## src/rtl/ternary_serial_adder.sv

```systemverilog
// -----------------------------------------------------------------------------
// ternary_serial_adder
//   Digit-serial unsigned ternary adder. Two DIGITS-digit operands (2-bit code
//   per digit: 00=0, 01=1, 10=2, 11=invalid) are taken over a valid/ready
//   handshake and added one digit per clock, least significant digit first.
//   The sum, carry-out and an invalid-digit flag are then offered over a
//   second valid/ready handshake.
//
//   Optional feature macro: TERNARY_SUB_EN
//     defined   : sub=1 at accept computes a - b by ternary complement of b
//                 (each digit becomes 2 - b_i, initial carry forced to 1,
//                 cIn ignored). cOut=1 means no borrow.
//     undefined : sub is ignored and no complement logic is built.
// -----------------------------------------------------------------------------
module ternary_serial_adder #(
   parameter int DIGITS = 4
) (
   input  logic                clk,
   input  logic                resetN,
   input  logic                inValid,
   output logic                inReady,
   input  logic [2*DIGITS-1:0] a,
   input  logic [2*DIGITS-1:0] b,
   input  logic                cIn,
   input  logic                sub,
   output logic                outValid,
   input  logic                outReady,
   output logic [2*DIGITS-1:0] s,
   output logic                cOut,
   output logic                err
);

   localparam int W  = 2 * DIGITS;
   localparam int CW = (DIGITS > 1) ? $clog2(DIGITS) : 1;
   localparam logic [CW-1:0] LAST = CW'(DIGITS - 1);

   typedef enum logic [1:0] {
      IDLE = 2'd0,
      RUN  = 2'd1,
      DONE = 2'd2
   } state_t;

   state_t        state;
   state_t        state_nxt;

   // Operand latches and running arithmetic state
   logic [W-1:0]  a_q;
   logic [W-1:0]  b_q;
   logic [CW-1:0] cnt;
   logic          carry;

   // Result registers, driven straight onto the outputs
   logic [W-1:0]  s_q;
   logic          cout_q;
   logic          err_q;

   // Per-digit datapath
   logic          accept;
   logic          last_digit;
   logic [1:0]    a_dig;
   logic [1:0]    b_dig;
   logic          a_bad;
   logic          b_bad;
   logic [1:0]    a_val;
   logic [1:0]    b_val;
   logic [1:0]    b_eff;
   logic [2:0]    t;
   logic [1:0]    sum_dig;
   logic          carry_nxt;
   logic          carry_init;

`ifdef TERNARY_SUB_EN
   logic          sub_q;
`else
   logic          unused_sub;
   assign unused_sub = sub;
`endif

   assign accept     = inValid && (state == IDLE);
   assign last_digit = (cnt == LAST);

   // ---------------------------------------------------------------------------
   // FSM: state register
   // ---------------------------------------------------------------------------
   // Hold the control state; reset aborts any operation in flight.
   always_ff @(posedge clk or negedge resetN) begin
      // NOTE: sequential state uses non-blocking assignment so every register
      // in the design samples pre-edge values, independent of block order.
      if (!resetN) begin
         state <= IDLE;
      end else begin
         state <= state_nxt;
      end
   end

   // ---------------------------------------------------------------------------
   // FSM: next-state logic
   // ---------------------------------------------------------------------------
   // IDLE waits for operands, RUN walks the digits, DONE waits for the consumer.
   always_comb begin
      // NOTE: default assignment first so no branch leaves state_nxt
      // unassigned, which would otherwise infer a latch.
      state_nxt = state;
      unique case (state)
         IDLE: if (inValid)    state_nxt = RUN;
         RUN:  if (last_digit) state_nxt = DONE;
         DONE: if (outReady)   state_nxt = IDLE;
         default:              state_nxt = IDLE;
      endcase
   end

   // ---------------------------------------------------------------------------
   // FSM: outputs
   // ---------------------------------------------------------------------------
   // Handshake outputs decode directly from the state.
   always_comb begin
      inReady  = (state == IDLE);
      outValid = (state == DONE);
   end

   // ---------------------------------------------------------------------------
   // Digit datapath
   // ---------------------------------------------------------------------------
   // Select digit cnt of each operand, squash invalid codes to 0, optionally
   // complement b, then form the ternary digit sum and carry.
   always_comb begin
      a_dig = a_q[{cnt, 1'b0} +: 2];
      b_dig = b_q[{cnt, 1'b0} +: 2];
      a_bad = (a_dig == 2'b11);
      b_bad = (b_dig == 2'b11);
      a_val = a_bad ? 2'd0 : a_dig;
      b_val = b_bad ? 2'd0 : b_dig;
`ifdef TERNARY_SUB_EN
      b_eff = sub_q ? (2'd2 - b_val) : b_val;
`else
      b_eff = b_val;
`endif
      t         = {1'b0, a_val} + {1'b0, b_eff} + {2'b00, carry};
      carry_nxt = (t >= 3'd3);
      sum_dig   = carry_nxt ? 2'(t - 3'd3) : t[1:0];
   end

   // Carry seeded at accept: forced to 1 for subtraction, else cIn.
   always_comb begin
`ifdef TERNARY_SUB_EN
      carry_init = sub ? 1'b1 : cIn;
`else
      carry_init = cIn;
`endif
   end

   // ---------------------------------------------------------------------------
   // Operand capture and digit counter
   // ---------------------------------------------------------------------------
   // Latch operands on accept and step the digit counter through RUN.
   always_ff @(posedge clk or negedge resetN) begin
      // NOTE: the operand latches are ordinary flops, not a memory array, so
      // they are reset too; this keeps them defined before the first accept.
      if (!resetN) begin
         a_q   <= '0;
         b_q   <= '0;
         cnt   <= '0;
         carry <= 1'b0;
`ifdef TERNARY_SUB_EN
         sub_q <= 1'b0;
`endif
      end else if (accept) begin
         a_q   <= a;
         b_q   <= b;
         cnt   <= '0;
         carry <= carry_init;
`ifdef TERNARY_SUB_EN
         sub_q <= sub;
`endif
      end else if (state == RUN) begin
         carry <= carry_nxt;
         if (!last_digit) begin
            cnt <= cnt + 1'b1;
         end
      end
   end

   // ---------------------------------------------------------------------------
   // Result registers
   // ---------------------------------------------------------------------------
   // Build the sum digit by digit, accumulate the sticky error flag, and
   // record the carry out of the top digit; all hold stable through DONE.
   always_ff @(posedge clk or negedge resetN) begin
      if (!resetN) begin
         s_q    <= '0;
         cout_q <= 1'b0;
         err_q  <= 1'b0;
      end else if (accept) begin
         s_q   <= '0;
         err_q <= 1'b0;
      end else if (state == RUN) begin
         s_q[{cnt, 1'b0} +: 2] <= sum_dig;
         err_q                 <= err_q | a_bad | b_bad;
         if (last_digit) begin
            cout_q <= carry_nxt;
         end
      end
   end

   assign s    = s_q;
   assign cOut = cout_q;
   assign err  = err_q;

endmodule

```

## config.mk

```make
export PLATFORM = sky130hd
export DESIGN_NAME = ternary_serial_adder
export DESIGN_NICKNAME = d
export VERILOG_FILES = /design/src/rtl/ternary_serial_adder.sv
export SDC_FILE = /design/constraint.sdc
export NUM_CORES = 1
export LEC_CHECK = 0
export ABC_AREA = 1
export CAP_MARGIN = 10
export CELL_PAD_IN_SITES_DETAIL_PLACEMENT = 1
export CELL_PAD_IN_SITES_GLOBAL_PLACEMENT = 1
export CORE_UTILIZATION = 38
export DETAILED_ROUTE_END_ITERATION = 16
export PLACE_DENSITY = 0.77
export SETUP_SLACK_MARGIN = 0.15
export SLEW_MARGIN = 20
export SYNTH_ARGS = -nofsm -noshare
export SYNTH_HDL_FRONTEND = slang
export SYNTH_SLANG_ARGS = --single-unit
```

## constraint.sdc

```tcl
create_clock -name clk -period 3.43 [get_ports clk]
set_clock_uncertainty 0.15 [all_clocks]
set_input_delay 0.686 -clock clk [delete_from_list [all_inputs] [get_ports clk]]
set_output_delay 0.686 -clock clk [all_outputs]
set_load 0.02 [all_outputs]
```

; Word level (Yosys, flattened, before mapping)
; Cells that the tools add are included.
[op_classes]
eq_ne = 9
n_mux = 17
n_reduce_logical = 6
div_mod_pow = 0
magnitude_cmp = 1
addsub = 5
bitwise_logic = 3
multipliers = 0
shifts = 4
[ops]
columns = cell, n
row1 = $mux 2, 9
row2 = $mux 8, 2
row3 = $shiftx 8x4->2, 2
row4 = $bwmux 8, 1
row5 = $eq 2x2->1 const B, 4
row6 = $shift 2x5->8 const A, 1
row7 = $shiftx 2x5->8, 1
row8 = $ne 2x2->1 const B, 3
row9 = $pmux 2 s3, 1
row10 = $reduce_and 3->1, 2
row11 = $neg 3->5, 1
row12 = $mux 1, 4
row13 = $add 2x2->3, 1
row14 = $add 3x1->3, 1
row15 = $ge 3x2->1 const B, 1
row16 = $add 2x1->2 const B, 1
row17 = $eq 2x1->1 const B, 1
row18 = $logic_not 2->1, 1
row19 = $ne 2x1->1 const B, 1
row20 = $or 1x1->1, 2
row21 = $reduce_and 2->1, 1
row22 = $reduce_bool 2->1, 1
row23 = $sub 2x2->2 const B, 1
row24 = $logic_and 1x1->1, 1
row25 = $not 1->1, 1
[totals]
word_cells = 53
latch_bits = 0
ram_bits = 0
output_inout_bits = 12
rom_bits = 0
ff_bits = 31
inputBits = 22
n_memories = 0

; Logic depth before layout (Yosys ltp)
; Gate-level depths: netlist of the first run.
[depth]
word_depth = 11
mapped_depth = 15
depth_no_buf = 15

; Worst setup path after synthesis of the first run
; No wires, ideal clock.
[synth_path]
kind = register to register
from = register cnt[0]
to = register cout_q (netlist: cOut)
t_arrival_ns = 2.482
stages_incl_launch_ff = 13
n_path_buf = 1
setup_slack_ns = 0.671
period_less_slack_ns = 2.759
t_required_ns = 3.152
setup_ns = 0.128
cell_sequence = dfrtp_1 > buf_6 > nand2_1 > nand3_1 > nand2_1 > nand3_1 > fa_1 > fa_1 > inv_1 > ha_1 > inv_1 > nand3_1 > mux2_1
[synth_between]
elab_chain_len = 6
word_cells_on_any_way = 11
cone_classes = 2 x add/sub / 1 x order compare / 3 x eq/ne / 2 x shift / 2 x mux / 1 x reduce/logical
[synth_lines]
columns = element, line
row1 = from (decl), 49  ; logic [CW-1:0] cnt;
row2 = from (signal assigned), 178  ; cnt <= cnt + 1'b1;
row3 = "$shiftx 8x4->2, on equally long branches", "127, 128"
row4 = "$eq 2x2->1, on equally long branches", "129, 130"
row5 = "$mux 2, on equally long branches", "131, 132"
row6 = $add 2x2->3, 138  ; t = {1'b0, a_val} + {1'b0, b_eff} + {2'b00, carry};
row7 = $add 3x1->3, 138
row8 = $ge 3x2->1, 139  ; carry_nxt = (t >= 3'd3);
row9 = to (signal assigned), 200  ; cout_q <= carry_nxt;
row10 = to (decl), 54  ; logic cout_q;
; Several ways; a longest one is shown, not always the timed one.
; A chain may end at the register's enable or synchronous reset.

; Worst setup path after layout of the first run
[layout_path]
from = register cnt[0]
to = register s_q[5] (netlist: s[5])
[layout_between]
elab_chain_len = 11
word_cells_on_any_way = 17
cone_classes = 4 x add/sub / 1 x order compare / 2 x eq/ne / 4 x shift / 6 x mux
[layout_lines]
columns = element, line
row1 = "$shiftx 8x4->2, on equally long branches", "127, 128"
row2 = "$eq 2x2->1, on equally long branches", "129, 130"
row3 = "$mux 2, on equally long branches", "131, 132"
row4 = $add 2x2->3, 138
row5 = $add 3x1->3, 138
row6 = $ge 3x2->1 / $sub 2x2->2 (equally long branches), "139, 140"
row7 = $mux 2, 140  ; sum_dig = carry_nxt ? 2'(t - 3'd3) : t[1:0];
row8 = $shiftx 2x5->8, 197  ; s_q[{cnt, 1'b0} +: 2] <= sum_dig;
row9 = $bwmux 8 (*), 197
row10 = $mux 8 (*), 196  ; end else if (state == RUN) begin
row11 = $mux 8 (*), 193  ; end else if (accept) begin
row12 = "to (signal, indexed assignment)", 197
row13 = to (decl), 53  ; logic [W-1:0] s_q;
; Every way passes the cells marked *; elsewhere a longest branch is shown, timed or not. The select of a mux whose other input is x is not followed.

==> results of run 1 <==
[worst min-delay path by stage]
stage              to  slack (ns)  cells past startpoint
2_1_floorplan  a_q[0]        0.24                      0
3_3_place_gp     s[3]        0.32                      2
3_5_place_dp     s[3]        0.32                      2
4_1_cts          s[3]        0.34                      2
5_1_grt          s[1]        0.36                      2
6_report         s[3]        0.33                      2
[cell families (layout without fill, tap and decap cells)]
logic type | after synthesis | count (layout) | share of synthesized area, %
AO/OA/AOI/OAI | 25 | 25 | 10.6
adder cells (fa/ha/maj) | 7 | 7 | 5.79
buffers and inverters | 36 | 72 | 10.4
flip-flops | 31 | 31 | 43.8
multiplexers | 1 | 1 | 0.636
AND/OR/NAND/NOR | 101 | 101 | 28.8
[stage by stage]
stage / hold slack (ns) / setup slack, ns / power [mW] / area [µm²]
3_5_place_dp: 0.322 / 0.293 / 2.27 / 2120
5_1_grt: 0.355 / 0.156 / 2.84 / 2200
3_3_place_gp: 0.316 / 0.411 / 2.18 / 2120
4_1_cts: 0.337 / 0.273 / 2.54 / 2190
6_report: 0.331 / 0.386 / 2.55 / 2200
2_1_floorplan: 0.240 / 0.671 / 1.84 / 1770
[what timing repair did]
action	in CTS	in global routing
endpoints found under the setup margin	0	8
setup buffers	0	0
gates resized for setup	0	4
[worst max-delay path, cell delays in order, from the launching register on]
cell and delay, ns:
dfrtp_2 0.47, buf_4 0.21, nand2_1 0.07, nand3_1 0.10, nand2_1 0.11, nand3_1 0.09
fa_1 0.42, fa_1 0.49, inv_1 0.06, ha_1 0.18, inv_1 0.10, nand3_2 0.14
nand2_1 0.08, nand2_1 0.10, nand2_1 0.11, o21ai_2 0.05
[state kept, by name, summed over array words and instances, names as in the netlist]
register  count
a_q           8
b_q           8
s             8
cnt           2
state         2
cOut          1
carry         1
err           1
[where the power goes]
group          internal, mW  switching (mW)  leakage [nW]
combinational         0.582            1.09         0.649
sequential            0.532          0.0944         0.393
clock                 0.135           0.126        0.0371
total                  1.25            1.31          1.08
[per-layer routing]
metal | wire length (µm) | GRT usage (%) | up-vias | part of all wire, %
met5 | 0 | 0 | - | 0
met4 | 58 | 6.00 | 0 | 1.5
met3 | 132 | 4.33 | 7 | 3.4
met2 | 1890 | 30.8 | 26 | 49
met1 | 1780 | 23.2 | 673 | 46
li1 | - | - | 711 | -
[area by class of cell]
cell class / count / area, µm²
inverter: 32 / 128
clock buffer: 6 / 72.6
fill: 530 / 2220
sequential: 31 / 777
multi-input combinational: 134 / 820
timing repair buffer: 34 / 335
tap: 52 / 65.1
[layout by cell type, fill, tap and decap left out, types with 2 or more instances in the layout]
| cell | count |
|---|---|
| nand2_1 | 49 |
| clkdlybuf4s50_1 | 32 |
| dfrtp_1 | 30 |
| inv_1 | 27 |
| nand3_1 | 19 |
| nand2_2 | 18 |
| o21ai_2 | 16 |
| nand4_1 | 6 |
| o21ai_1 | 5 |
| ha_1 | 5 |
| clkbuf_8 | 5 |
| inv_2 | 4 |
| o21ai_0 | 3 |
| nor2_1 | 3 |
| nand3_2 | 2 |
| fa_1 | 2 |
| buf_4 | 2 |
==> impl_results.md, run 1 <==
- Kind of end point of the critical path: register
- Area leader, netlist: dfrtp_1
- GPL Wtd Cong: about 0.80
- CTS Buf Count: 5
- Avg Vias per Cell: roughly 4.9
- Largest net degree at the start of global routing: 35
- Reg2reg path depth: 15
- DRC: 0
- Worst Hold Class: register to register
- Cell Area, Synth: ~1800 µm²
- CP startpoint kind: register
- Status: finished clean
- Initial antenna violation count: 0
- Mean Syn Cell Area: approximately 8.8 µm²
- Worst slew pin tran: around 0.40 ns
- Pins over their slew limit: 0
- Clock tree sinks: 31
- Clk root buf: clkbuf_8
- Area contributors post-synth: dfrtp_1, nand2_1, o21ai_2, nand2_2, inv_1
- Number of synthesized register bits: 31
- Crit Path Max Fanout: 9
- Worst setup path start: cnt[0]
- Worst slew margin: roughly three quarters
- Ys Warns: 0
- Final ANT Viol Nets: 0
- LEAKAGE: roughly 1.1 nW
- Clock Latency Late Sink: 0.28 ns
- Peak VDD IR: 0.401 mV
- Core area: ~4400 µm²
- Setup TNS Final: 0 ns
- Kind of critical path: register to register
- Setup-failing EPs final: 0
- Nets@finish: ~270
- RSZ-0062 raised after global routing: false
- IO Pins: 34
- Hold Fails Final Rpt: 0
- Synth cell count leaders: nand2_1, dfrtp_1, inv_1
- Hold_buf cts: 0
- Crit path to: s[5]
- Post-layout util: approximately 50%
- Arrival time at the worst endpoint: just over 3 ns
- Clock H-tree levels: 2
- Final wirelength: 3.86 mm
- DIE AREA: 4940 µm²
- Reg2reg end: s[5]
- Ratio of cells with drive above 1 in the final layout: between 20 and 25%
- Max-Cap Viols: 0
- Tmin final: just over 3 ns
- DP Cell Count: between 200 and 300
- Initial core utilization: about two fifths
- PortBufs: 32
- Ratio of total power to cell area: 1160 nW/µm²
- Post-detail-place hpwl: around 3.0 mm
- GR Overflow Total: 0
- Post-synthesis sequential area ratio: a little over two fifths
- Syn-to-layout area delta: 24.0%
- WP data required: 3.45 ns
- Hold Crit Start: s[3]
- Tot GR Track Use: a little under a fifth
- Die H: ~70 µm
- First DRT Iteration DRCs: 86
- Row Count: 24
- DR vias: about 1400
- CTS max path bufs: 2
- Most instantiated library cell after synthesis: nand2_1
- Gate Count Post-Synth: roughly 200
- CTS tree: done
- Antenna fix cells: 0
- Final Non-Filler Cells: around 290
- Setup slack, reg-to-reg: approximately 0.39 ns
- Post-synth EDFFs: 0
- Horiz. Die Dim: ~70 µm
- Period Utilization, post-route: between 80% and 90%
- Synth top area share: a little over two fifths
- Vias in the first global route: 1526
- First-pass GRT wire length: about 7 mm
- Syn nets: 230
- FFs w/ async S/R, synth: 100%
- Unique masters post-synth: 23
- Avg WL per Cell: approximately 13 µm
- Ys flop type: dfrtp_1
- Critical R2R Launch: cnt[0]
- FMAX: 0.329 GHz
- Clock-pin slew on the worst setup and hold paths: roughly 0.06 ns
- Detailed Routing Iterations Pass 1: 4
Power figures use the tool's default switching activity.
==> inputs of run 2 (changes only) <==
CAP_MARGIN = 20   (was 10)
clock period = 3.5 ns   (was 3.43 ns; I/O delays follow)
==> impl_results.md, run 2 (same netlist as run 1, synthesis figures left out) <==
- Status: finished clean (unchanged)
- Setup-failing EPs final: 0 (unchanged)
- Max-Cap Viols: 0 (unchanged)
- PortBufs: 32 (unchanged)
- Cell Area, Placed: 2120 µm² (about the same)
- Logic pwr share: 63.1% (was 65.3%)
- Crit Path Max Fanout: 8 (was 9)
- GPL Wtd Cong: 0.785 (was 0.797)
- Hold Fails Final Rpt: 0 (unchanged)
- CTS max path bufs: 2 (unchanged)
- Avg Vias per Cell: 4.86 (was 4.90)
- Pins over their slew limit: 0 (unchanged)
- Final WS setup: 0.401 ns (was 0.386 ns)
- Nets@finish: 268 (was 267)
- Clock Latency Late Sink: 0.29 ns (was 0.28 ns)
- Ratio of cells with drive above 1 in the final layout: 22.5% (was 22.4%)
- LEAKAGE: 1.09 nW (was 1.08 nW)
- Kind of critical path: register to register (unchanged)
- CTS tree: done (unchanged)
- FMAX: 0.323 GHz (was 0.329 GHz)
- Switching Share: 49.7% (was 51.1%)
- Worst Hold Class: register to register (unchanged)
- WP data required: 3.56 ns (was 3.45 ns)
- Detailed Routing Iterations Pass 1: 4 (unchanged)
- Cell family with most CP delay: adder cells (unchanged)
- Period Utilization, post-route: 88.5% (was 88.7%)
- Clock tree sinks: 31 (unchanged)
- Tot GR Track Use: 17.8% (was 18.4%)
- Ratio of total power to cell area: 1120 nW/µm² (was 1160 nW/µm²)
- GR Overflow Total: 0 (unchanged)
- CP max stage delay: 0.48 ns (was 0.49 ns)
- IO Pins: 34 (unchanged)
- Clock share of power: 12.6% (was 10.2%)
- DR vias: 1420 (was 1417)
- Tmin final: 3.10 ns (was 3.04 ns)
- Syn-to-layout area delta: 25.6% (was 24.0%)
- CP cell instances: buf_4, nand2_1, nand3_1, nand2_1, nand3_1, fa_1, fa_1, inv_1, ha_1, inv_1, nand3_1, nand2_1, nand4_1, o21ai_1 (was buf_4, nand2_1, nand3_1, nand2_1, nand3_1, fa_1, fa_1, inv_1, ha_1, inv_1, nand3_2, nand2_1, nand2_1, nand2_1, o21ai_2)
- DRC: 0 (unchanged)
- Hold_buf cts: 0 (unchanged)
- Horiz. Die Dim: 70.3 µm (unchanged)
- DP Cell Count: 284 (was 283)
- Worst slew margin: 74.0% (was 73.3%)
- Post-CTS Setup Inserts: 0 (unchanged)
- Commonest non-fill, non-tap cell in the layout: nand2_1 (unchanged)
- Final instance area: 2220 µm² (was 2200 µm²)
- First-pass GRT wire length: 6.92 mm (was 7.10 mm)
- Largest net degree at the start of global routing: 35 (unchanged)
- First DRT Iteration DRCs: 42 (was 86)
- Setup TNS Final: 0 ns (unchanged)
- Initial core utilization: 40.1% (unchanged)
- RSZ-0062 raised after global routing: false (unchanged)
- Commonest non-fill, non-tap cells in the layout: nand2_1, clkdlybuf4s50_1, dfrtp_1 (unchanged)
- Peak VDD IR: 0.463 mV (was 0.401 mV)
- Post-detail-place hpwl: 2.81 mm (was 2.98 mm)
- Antenna fix cells: 0 (unchanged)
- Core area: 4410 µm² (unchanged)
- Clock-pin slew on the worst setup and hold paths: 0.06 ns (about the same)
- CTS Buf Count: 5 (unchanged)
- Worst path slowest cell: fa_1 (unchanged)
- Row Count: 24 (unchanged)
- Worst slew pin tran: 0.390 ns (was 0.400 ns)
- Die H: 70.3 µm (unchanged)
- Vias in the first global route: 1550 (was 1526)
- DIE AREA: 4940 µm² (unchanged)
- Switching pwr: 1.24 mW (was 1.31 mW)
- CP startpoint kind: register (unchanged)
- Layout fillers: 522 (was 530)
- Initial antenna violation count: 0 (unchanged)
- Final Non-Filler Cells: 292 (was 289)
- Reg power frac: 24.3% (was 24.5%)
- Crit path buffers/inverters: 3 (unchanged)
- Avg WL per Cell: 12.8 µm (was 13.4 µm)
- Place WS: 0.400 ns (was 0.293 ns)
- Final wirelength: 3.74 mm (was 3.86 mm)
- Arrival time at the worst endpoint: 3.16 ns (was 3.06 ns)
- Final ANT Viol Nets: 0 (unchanged)
- P_int: 1.26 mW (was 1.25 mW)
- Clock H-tree levels: 2 (unchanged)
- Clk root buf: clkbuf_8 (unchanged)
- Kind of end point of the critical path: register (unchanged)
## run 2: cell count changes in the layout (fill, tap and decap cells not counted), sizes merged
cell	delta
clkbuf	+2
buf	+1
## run 2: power by group through the flow
| stage | Clock [mW] | Sequential [mW] | Combinational (mW) |
|---|---|---|---|
| CTS | 0.324 | 0.609 | 1.60 |
| detailed placement | 0 | 0.616 | 1.58 |
| global placement | 0 | 0.606 | 1.54 |
| global route | 0.340 | 0.631 | 1.82 |
| floorplan | 0 | 0.643 | 1.16 |
| finish | 0.315 | 0.609 | 1.58 |
## run 2: timing repair
item | in CTS | in global routing
endpoints found under the setup margin | 0 | 3
hold endpoints to repair | 0 | 0
gates resized for setup | 0 | 2
## run 2: final cells by class
class                      instances  area (µm²)  share of cell area (%)
clock buffer                       8         100                    4.50
timing repair buffer              35         343                    15.4
inverter                          32         128                    5.74
sequential                        31         777                    34.9
multi-input combinational        134         812                    36.5
tap                               52        65.1                    2.92
## run 2: layer usage
metal | share of wire [%] | GRT usage (%)
met5 | 0 | 0
met4 | 1.3 | 6.67
met3 | 3.4 | 4.33
met2 | 48 | 29.5
met1 | 47 | 22.3
## run 2: worst reg2reg max path: cells and delay by family, from the launching register on
kind,cells,cell delay (ns)
adder cells (fa/ha/maj),3,1.07
AND/OR/NAND/NOR,7,0.83
buffers and inverters,3,0.34
flip-flops,1,0.46
AO/OA/AOI/OAI,1,0.16
## run 2: final timing paths
path	start	to	slack [ns]	cells past startpoint
hold / removal	a_q[3]	a_q[3]	0.34	2
hold reg to reg	a_q[3]	a_q[3]	0.34	2
max in group asynchronous	resetN	cnt[0]	2.24	2
setup / recovery	cnt[0]	s[2]	0.40	14
min in group asynchronous	resetN	b_q[7]	0.66	2
setup reg to reg	cnt[0]	s[2]	0.40	14
## run 2: through the flow
| stage | hold WS [ns] | util (%) | power (mW) |
|---|---|---|---|
| after global placement | 0.316 | 48.1 | 2.14 |
| after CTS | 0.343 | 50.4 | 2.53 |
| final | 0.335 | 50.4 | 2.50 |
| after detailed placement | 0.325 | 48.1 | 2.20 |
| after global routing | 0.355 | 50.4 | 2.79 |
| after floorplan | 0.254 | - | 1.81 |
==> inputs of run 3 (changes only) <==
CORE_MARGIN = 2   (was not set)
==> impl_results.md, run 3 (same netlist as run 1, synthesis figures left out) <==
- Status: finished clean (unchanged)
- Crit path buffers/inverters: 3 (unchanged)
- Tmin final: 3.07 ns (was 3.10 ns)
- FMAX: 0.325 GHz (was 0.323 GHz)
- CP most frequent cell: nand2_1
- First-pass GRT wire length: 6.92 mm (unchanged)
- Worst Hold Class: register to register (unchanged)
- Die H: 72.3 µm (was 70.3 µm)
- Hold Crit Depth: 2 (unchanged)
- Setup-failing EPs final: 0 (unchanged)
- Critical R2R Launch: cnt[0] (unchanged)
- CTS tree: done (unchanged)
- Hold Fails Final Rpt: 0 (unchanged)
- PortBufs: 32 (unchanged)
- CP cell instances: buf_4, nand2_1, o21ai_0, nand2_1, nand3_1, fa_1, fa_1, inv_1, ha_1, inv_1, nand3_1, nand2_1, nand4_1, o21ai_1 (was buf_4, nand2_1, nand3_1, nand2_1, nand3_1, fa_1, fa_1, inv_1, ha_1, inv_1, nand3_1, nand2_1, nand4_1, o21ai_1)
- Period Utilization, post-route: 87.8% (was 88.5%)
- Hold WS: 0.335 ns (about the same)
- Hold_buf cts: 0 (unchanged)
- Avg WL per Cell: 12.9 µm (was 12.8 µm)
- Syn-to-layout area delta: 25.1% (was 25.6%)
- Vias in the first global route: 1497 (was 1550)
- Avg Vias per Cell: 4.87 (was 4.86)
- Antenna fix cells: 0 (unchanged)
- Pins over their slew limit: 0 (unchanged)
- CP startpoint kind: register (unchanged)
- Ratio of total power to cell area: 1130 nW/µm² (was 1120 nW/µm²)
- Crit Path Max Fanout: 9 (was 8)
- CTS max path bufs: 2 (unchanged)
- Arrival time at the worst endpoint: 3.13 ns (was 3.16 ns)
- CP max stage delay: 0.49 ns (was 0.48 ns)
- Kind of end point of the critical path: register (unchanged)
- Initial antenna violation count: 0 (unchanged)
- Clock H-tree levels: 2 (unchanged)
- Reg2reg end: s[2] (unchanged)
- Setup slack, reg-to-reg: 0.43 ns (was 0.40 ns)
- Largest net degree at the start of global routing: 35 (unchanged)
- Tot GR Track Use: 17.2% (was 17.8%)
- GPL Wtd Cong: 0.814 (was 0.785)
- Horiz. Die Dim: 72.3 µm (was 70.3 µm)
- Ratio of cells with drive above 1 in the final layout: 22.2% (was 22.5%)
- Reg2reg path depth: 14 (unchanged)
- Worst slew margin: 73.1% (was 74.0%)
- Clock-pin slew on the worst setup and hold paths: 0.06 ns (about the same)
- Hold Crit Start: s[1] (was a_q[3])
- LEAKAGE: 1.09 nW (about the same)
- Row Count: 24 (unchanged)
- Cell family with most CP delay: adder cells (unchanged)
- Setup TNS Final: 0 ns (unchanged)
- Post-detail-place hpwl: 2.77 mm (was 2.81 mm)
- Initial core utilization: 40.1% (unchanged)
- Commonest non-fill, non-tap cells in the layout: nand2_1, clkdlybuf4s50_1, dfrtp_1 (unchanged)
- Clock tree sinks: 31 (unchanged)
- WP data required: 3.56 ns (about the same)
- DRC: 0 (unchanged)
- First DRT Iteration DRCs: 46 (was 42)
- Worst Hold End: s[1] (was a_q[3])
- Final ANT Viol Nets: 0 (unchanged)
- Detailed Routing Iterations Pass 1: 4 (unchanged)
- GR Overflow Total: 0 (unchanged)
- Clock Latency Late Sink: 0.28 ns (was 0.29 ns)
- DR vias: 1416 (was 1420)
- Commonest non-fill, non-tap cell in the layout: nand2_1 (unchanged)
- Kind of critical path: register to register (unchanged)
- Worst path slowest cell: fa_1 (unchanged)
- Peak VDD IR: 0.368 mV (was 0.463 mV)
- Core area: 4410 µm² (unchanged)
- DIE AREA: 5220 µm² (was 4940 µm²)
- Pwr Total: 2.51 mW (was 2.50 mW)
- Clk root buf: clkbuf_8 (unchanged)
- Final wirelength: 3.76 mm (was 3.74 mm)
- Worst slew pin tran: 0.404 ns (was 0.390 ns)
- IO Pins: 34 (unchanged)
- RSZ-0062 raised after global routing: false (unchanged)
- CTS Buf Count: 5 (unchanged)
- Nets@finish: 267 (was 268)
- Max-Cap Viols: 0 (unchanged)
-- run 3: cell types whose count changed in the layout (fill, tap and decap cells not counted) --
cell / delta
buf_4: -1
-- run 3: area by class of cell --
cell class,count,area (µm²)
Multi-Input combinational cell,134,812
Sequential cell,31,777
Tap cell,52,65.1
Clock buffer,8,100
Fill cell,532,2200
Timing Repair Buffer,34,335
Inverter,32,128
-- run 3: through the flow --
stage	area (µm²)	instances	utilization (%)	worst slack (ns)
after floorplan	1770	201	-	0.741
after global placement	2120	283	47.9	0.447
after detailed placement	2120	283	47.9	0.382
after CTS	2220	291	50.2	0.340
after global routing	2220	291	50.2	0.160
final	2220	291	50.2	0.427
-- run 3: what timing repair did --
action	CTS	global route
endpoints found under the setup margin	0	5
buffers inserted	0	0
gates resized for setup	0	2
-- run 3: power breakdown --
| part | switching (mW) | internal (mW) |
|---|---|---|
| Combinational | 1.03 | 0.551 |
| Clock | 0.132 | 0.179 |
| Sequential | 0.0913 | 0.521 |
| Total | 1.25 | 1.25 |
-- run 3: layer usage --
metal | wire, µm | part of all wire (%) | GRT usage [%]
met4 | 86 | 2.3 | 7.34
met3 | 145 | 3.9 | 4.31
met1 | 1810 | 48 | 22.4
met5 | 0 | 0 | 0
met2 | 1720 | 46 | 27.3
-- run 3: worst min-delay path: stages, from the launching register on --
cell and delay [ns]:
dfrtp_1 0.34, nand2_1 0.05, nand2_1 0.06
-- run 3: worst max path at each step --
stage / startpoint / end / slack, ns / cells past startpoint
after floorplan: cnt[0] / cOut / 0.74 / 12
after global placement: cnt[0] / s[6] / 0.45 / 13
after detailed placement: cnt[0] / s[2] / 0.38 / 13
after CTS: cnt[0] / s[2] / 0.34 / 13
after global routing: cnt[0] / s[6] / 0.16 / 14
final: cnt[0] / s[2] / 0.43 / 14
